==> src/rtl/mcu_bus_receiver.sv <==
// MCU parallel-bus front end: strobe synchroniser, command/data decoder and a
// write-request FIFO with a registered head that feeds the psram write port.
module mcu_bus_receiver #(
   parameter int ADDR_BITS   = 23,
   parameter int FIFO_DEPTH  = 8,
   parameter int SYNC_STAGES = 2
) (
   input  logic                 sysclk,
   input  logic                 sys_reset_n,
   input  logic                 mcu_bus_clock,
   input  logic [7:0]           mcu_bus,
   input  logic                 mcu_bus_command_data,
   output logic                 wr_valid,
   input  logic                 wr_ready,
   output logic [ADDR_BITS-1:0] wr_address,
   output logic [7:0]           wr_data,
   output logic                 overflow,
   output logic                 busy
);

   localparam int PTR_W = $clog2(FIFO_DEPTH);
   localparam int CNT_W = $clog2(FIFO_DEPTH + 1);
   localparam int EW    = ADDR_BITS + 8;
   localparam logic [CNT_W-1:0]     CNT_FULL   = CNT_W'(FIFO_DEPTH);
   localparam logic [ADDR_BITS-1:0] LOW16_MASK = ADDR_BITS'(20'h0FFFF);

   typedef enum logic [2:0] {
      ST_IDLE,
      ST_ADDR_HI,
      ST_ADDR_MID,
      ST_ADDR_LO,
      ST_STREAM
   } state_t;

   logic [SYNC_STAGES-1:0] sync_q, sync_d;
   logic                   prev_q, prev_d;
   logic                   pulse_q, pulse_d;
   state_t                 state_q, state_d;
   logic [ADDR_BITS-1:0]   shadow_q, shadow_d;
   logic [ADDR_BITS-1:0]   addr_q, addr_d;
   logic                   overflow_q, overflow_d;
   logic [EW-1:0]          mem_q [FIFO_DEPTH];
   logic [EW-1:0]          mem_d [FIFO_DEPTH];
   logic [PTR_W-1:0]       wr_ptr_q, wr_ptr_d;
   logic [PTR_W-1:0]       rd_ptr_q, rd_ptr_d;
   logic [CNT_W-1:0]       mem_cnt_q, mem_cnt_d;
   logic                   out_valid_q, out_valid_d;
   logic [ADDR_BITS-1:0]   out_addr_q, out_addr_d;
   logic [7:0]             out_data_q, out_data_d;

   logic                   push_req, push, pop, load, full;
   logic [CNT_W-1:0]       total;

   always_comb begin
      sync_d     = {sync_q[SYNC_STAGES-2:0], mcu_bus_clock};
      prev_d     = sync_q[SYNC_STAGES-1];
      pulse_d    = sync_q[SYNC_STAGES-1] & ~prev_q;
      state_d    = state_q;
      shadow_d   = shadow_q;
      addr_d     = addr_q;
      overflow_d = overflow_q;
      push_req   = 1'b0;

      // Bus byte and command flag are held stable by the MCU across the pulse cycle.
      if (pulse_q) begin
         if (mcu_bus_command_data) begin
            case (mcu_bus)
               8'h10:   state_d = ST_ADDR_HI;
               8'h20:   state_d = ST_STREAM;
               8'h30: begin
                  overflow_d = 1'b0;
                  state_d    = ST_IDLE;
               end
               default: state_d = ST_IDLE;
            endcase
         end else begin
            case (state_q)
               ST_ADDR_HI: begin
                  shadow_d = (shadow_q & LOW16_MASK) | (ADDR_BITS'(mcu_bus) << 16);
                  state_d  = ST_ADDR_MID;
               end
               ST_ADDR_MID: begin
                  shadow_d[15:8] = mcu_bus;
                  state_d        = ST_ADDR_LO;
               end
               ST_ADDR_LO: begin
                  addr_d  = {shadow_q[ADDR_BITS-1:8], mcu_bus};
                  state_d = ST_IDLE;
               end
               ST_STREAM: begin
                  push_req = 1'b1;
                  addr_d   = addr_q + ADDR_BITS'(1);
               end
               default: ;
            endcase
         end
      end

      // Valid/ready: a transfer happens on every edge where wr_valid && wr_ready;
      // the head stays stable while wr_valid is high and wr_ready is low.
      total = mem_cnt_q + CNT_W'(out_valid_q);
      full  = (total == CNT_FULL);
      pop   = out_valid_q & wr_ready;
      push  = push_req & (~full | pop);
      load  = (mem_cnt_q != '0) & (~out_valid_q | pop);

      if (push_req && !push) begin
         overflow_d = 1'b1;
      end

      mem_d       = mem_q;
      wr_ptr_d    = wr_ptr_q;
      rd_ptr_d    = rd_ptr_q;
      out_valid_d = out_valid_q;
      out_addr_d  = out_addr_q;
      out_data_d  = out_data_q;

      if (push) begin
         mem_d[wr_ptr_q] = {addr_q, mcu_bus};
         wr_ptr_d        = wr_ptr_q + PTR_W'(1);
      end
      if (load) begin
         {out_addr_d, out_data_d} = mem_q[rd_ptr_q];
         out_valid_d              = 1'b1;
         rd_ptr_d                 = rd_ptr_q + PTR_W'(1);
      end else if (pop) begin
         out_valid_d = 1'b0;
      end
      mem_cnt_d = mem_cnt_q + CNT_W'(push) - CNT_W'(load);
   end

   always_ff @(posedge sysclk) begin
      if (!sys_reset_n) begin
         sync_q      <= '0;
         prev_q      <= 1'b0;
         pulse_q     <= 1'b0;
         state_q     <= ST_IDLE;
         shadow_q    <= '0;
         addr_q      <= '0;
         overflow_q  <= 1'b0;
         wr_ptr_q    <= '0;
         rd_ptr_q    <= '0;
         mem_cnt_q   <= '0;
         out_valid_q <= 1'b0;
         out_addr_q  <= '0;
         out_data_q  <= '0;
      end else begin
         sync_q      <= sync_d;
         prev_q      <= prev_d;
         pulse_q     <= pulse_d;
         state_q     <= state_d;
         shadow_q    <= shadow_d;
         addr_q      <= addr_d;
         overflow_q  <= overflow_d;
         mem_q       <= mem_d;
         wr_ptr_q    <= wr_ptr_d;
         rd_ptr_q    <= rd_ptr_d;
         mem_cnt_q   <= mem_cnt_d;
         out_valid_q <= out_valid_d;
         out_addr_q  <= out_addr_d;
         out_data_q  <= out_data_d;
      end
   end

   assign wr_valid   = out_valid_q;
   assign wr_address = out_addr_q;
   assign wr_data    = out_data_q;
   assign overflow   = overflow_q;
   assign busy       = (mem_cnt_q != '0) | out_valid_q | (state_q != ST_IDLE);

endmodule
==> config.mk <==
export PLATFORM = sky130hd
export DESIGN_NAME = mcu_bus_receiver
export DESIGN_NICKNAME = d
export VERILOG_FILES = /design/src/rtl/mcu_bus_receiver.sv
export SDC_FILE = /design/constraint.sdc
export NUM_CORES = 1
export LEC_CHECK = 0
export ABC_AREA = 0
export CORE_MARGIN = 10
export CORE_UTILIZATION = 51
export CTS_BUF_LIST = sky130_fd_sc_hd__clkbuf_2
export DETAILED_ROUTE_END_ITERATION = 10
export HOLD_SLACK_MARGIN = 0.06
export MAX_ROUTING_LAYER = met4
export PLACE_DENSITY_LB_ADDON = 0.15
export SLEW_MARGIN = 5
export SYNTH_ARGS = -nofsm -noshare
export SYNTH_HDL_FRONTEND = slang
export SYNTH_SLANG_ARGS = --single-unit
==> constraint.sdc <==
create_clock -name sysclk -period 6.4 [get_ports sysclk]
set_clock_uncertainty 0.05 [all_clocks]
set_input_delay 1.6 -clock sysclk [delete_from_list [all_inputs] [get_ports sysclk]]
set_output_delay 1.6 -clock sysclk [all_outputs]
set_load 0.1 [all_outputs]
==> impl_results.md <==
- Fmax: 221 MHz
- MaxCap Viol Count: 0
- Routed via count: 7748
- Critical Path End Type: output pin
- Slew Viols, Final: 0
- Req. time, crit path: around 4.8 ns
- Most frequent cells in the layout: edfxtp_1 (248), clkbuf_2 (138), dfxtp_1 (85)
- Chip height: approximately 180 µm
- Period utilization: 70.7%
- Die width: between 150 and 200 µm
- Critical path class: reg2out
- Critical path launch point type: register
- Worst-skew pair later-pin latency: roughly 0.84 ns
- Hold depth: 1
- CTS Root Cell: clkbuf_2
- Layout cells sized above 1: between 20% and 30%
- Core footprint: 0.0259 mm²
- Synthesis-to-layout area growth: 12.3%
- Crit. Startpoint: mem_cnt_q[2]$_SDFF_PN0_
- CTS buffer count: 84
- CTS Sinks: between 300 and 400
- All-layer global routing usage: 17.6%
- Place WS: between 1.5 and 2 ns
- Die area: between 0.03 and 0.04 mm²
- Warnings from Yosys: 0
- Post-DRT Antenna Nets: 0
- Worst vdd ir: 0.000274 V
- Largest net degree at the start of global routing: 83
- Hpwl dp: roughly 16000 µm
- Max Root-Sink Buffers: 3
- Tightest Pin Transition: 0.986 ns
- Distinct cells, synth: 55
- Final setup fails: 0
- Overflow after GRT: 0
- Hold crit path type: reg2reg
- Synth Area per Inst: between 15 and 20 µm²
- Row count: 59
- PortBufs: 46
- PD cells: ~380 mW/mm²
- Final Core Density: 57.9%
- Rel. slew slack: between 30% and 40%
- Vias/cell: between 5 and 6
- Static leakage: 5.21 nW
- FFs w/ async S/R, synth: 0%
- Initial antenna violation count: 1
- Arr. time, crit path: approximately 2.9 ns
- Drt total wl: 27800 µm
- Netlist Area Pre-Place: 0.0134 mm²
- Starting Density: 51.6%
- DR iter-0 viols: 700
- Setup TNS: 0 ns
- Cells after Synth: 843
- R2R Path Start: state_q[2]$_SDFFE_PN0P_
- Drt first pass iters: 5
- Worst setup margin: 1.88 ns
- RePlAce Congestion: 0.811
- Status: finished clean
- Crit-path max FO: 3
- Post-layout nets: roughly 970
- Setup bufs post-CTS: 0
- Syn_nets: 868
- First-pass GRT wire length: about 45000 µm
- Post-CTS sizing: 0
- Final Hold Vio Count: 0
- Commonest non-fill, non-tap cell in the layout: edfxtp_1
- Tot Pwr: 5.74 mW
- Tmin final: 4.52 ns
- Startpoint of the worst hold path: prev_q$_SDFF_PN0_
- Worst Reg-to-Reg Cells: 11
- Wire length per cell: between 20 and 25 µm
- Post-synth EDFFs: between 200 and 250
- Main flop type after synthesis: edfxtp_1
- Vias in the first global route: 8269
- CTS tree: done
- Share of the yosys chip area belonging to registers: a little under 70%
- Clock Pin Slew Worst Setup and Hold Paths: 0.10 ns
- Post-CTS Hold Buffers: 0
- CTS H-tree depth: 3
- Flops & latches, synth: roughly 340
- I/O Pins: 47
- DRC: 0
- RSZ-0062 raised after global routing: no
==> worst max-delay path: stages (launching register included) <==
cell and delay (ns):
dfxtp_1 0.40, inv_1 0.08, ha_1 0.20, nor3b_1 0.17
nand2_1 0.08, clkdlybuf4s50_1 1.14
==> metrics by stage <==
step | hold slack (ns) | cells | instance area, µm²
after CTS | 0.345 | 1347 | 15000
final | 0.341 | 1349 | 15000
after detailed placement | 0.332 | 1192 | 14200
after floorplan | 0.317 | 843 | 13400
after global placement | 0.329 | 1192 | 14200
after global routing | 0.364 | 1349 | 15000
==> final cells by class <==
cell class              instances  area [µm²]
diodes                          2        5.00
multi-input cells             449        3950
inverters                       9        33.8
clock inverters                17         121
clock buffers                 138         691
repair buffers                 63         583
well taps                     335         419
fillers                      2031       10900
flip-flops and latches        336        9220
==> kinds of logic (layout without fill, tap and decap cells) <==
logic type	Yosys count	count (layout)	share of synthesized area, %
compound gates	153	153	6.57
xor+xnor	9	9	0.590
fa+ha+maj	12	12	1.18
buf+inv	58	227	1.84
flops	336	336	68.9
mux	110	110	14.0
other cells	0	2	0
simple gates	165	165	6.90
==> cell usage after synthesis, types with 3 or more instances <==
library cell,instances,share of area (%)
nand3_1,17,0.64
inv_1,9,0.25
nor3_1,9,0.34
nand2b_1,4,0.19
o21a_1,3,0.17
buf_2,14,0.52
and2_1,18,0.84
edfxtp_1,248,56
nor4_1,4,0.19
clkbuf_1,29,0.81
nand3b_1,3,0.17
nor3b_1,5,0.28
nor2b_1,25,1.2
and3_1,5,0.23
mux4_2,62,10
dfxtp_1,88,13
nor2_1,21,0.59
nand4_1,4,0.19
a31oi_1,5,0.23
and4_1,3,0.20
mux2i_1,47,3.5
a21boi_0,9,0.51
a21oi_1,56,2.1
o211ai_1,3,0.17
buf_1,4,0.11
o21ai_0,54,2.0
ha_1,11,1.0
o31ai_1,6,0.34
xnor2_1,8,0.52
nand2_1,36,1.0
==> path summary, 6_finish.rpt <==
check | endpoint | slack (ns)
max | busy | 1.88
min | pulse_q$_SDFF_PN0_ | 0.34
max reg2reg | mem_cnt_q[2]$_SDFF_PN0_ | 2.99
min reg2reg | pulse_q$_SDFF_PN0_ | 0.34
==> report_power, final <==
group	leakage, nW	switching, mW	total [mW]	internal (mW)
Clock	0.629	0.825	1.47	0.642
Combinational	1.36	1.14	1.71	0.570
Sequential	3.22	0.137	2.56	2.43
Total	5.21	2.10	5.74	3.64
==> layer usage <==
layer,up-vias,global-route usage [%],routed length [µm]
met3,52,3.56,1460
met5,-,-,0
met2,232,27.7,13700
met4,0,7.58,625
met1,3911,21.7,12000
li1,3553,-,-
==> sequential cells by signal, indices dropped and copies added (netlist names), 2 cells and up <==
signal      flops
mem_q         248
addr_q         23
wr_address     23
shadow_q       15
wr_data         8
mem_cnt_q       4
rd_ptr_q        3
state_q         3
wr_ptr_q        3
sync_q          2
No activity file was read; power rests on OpenSTA's default activity.
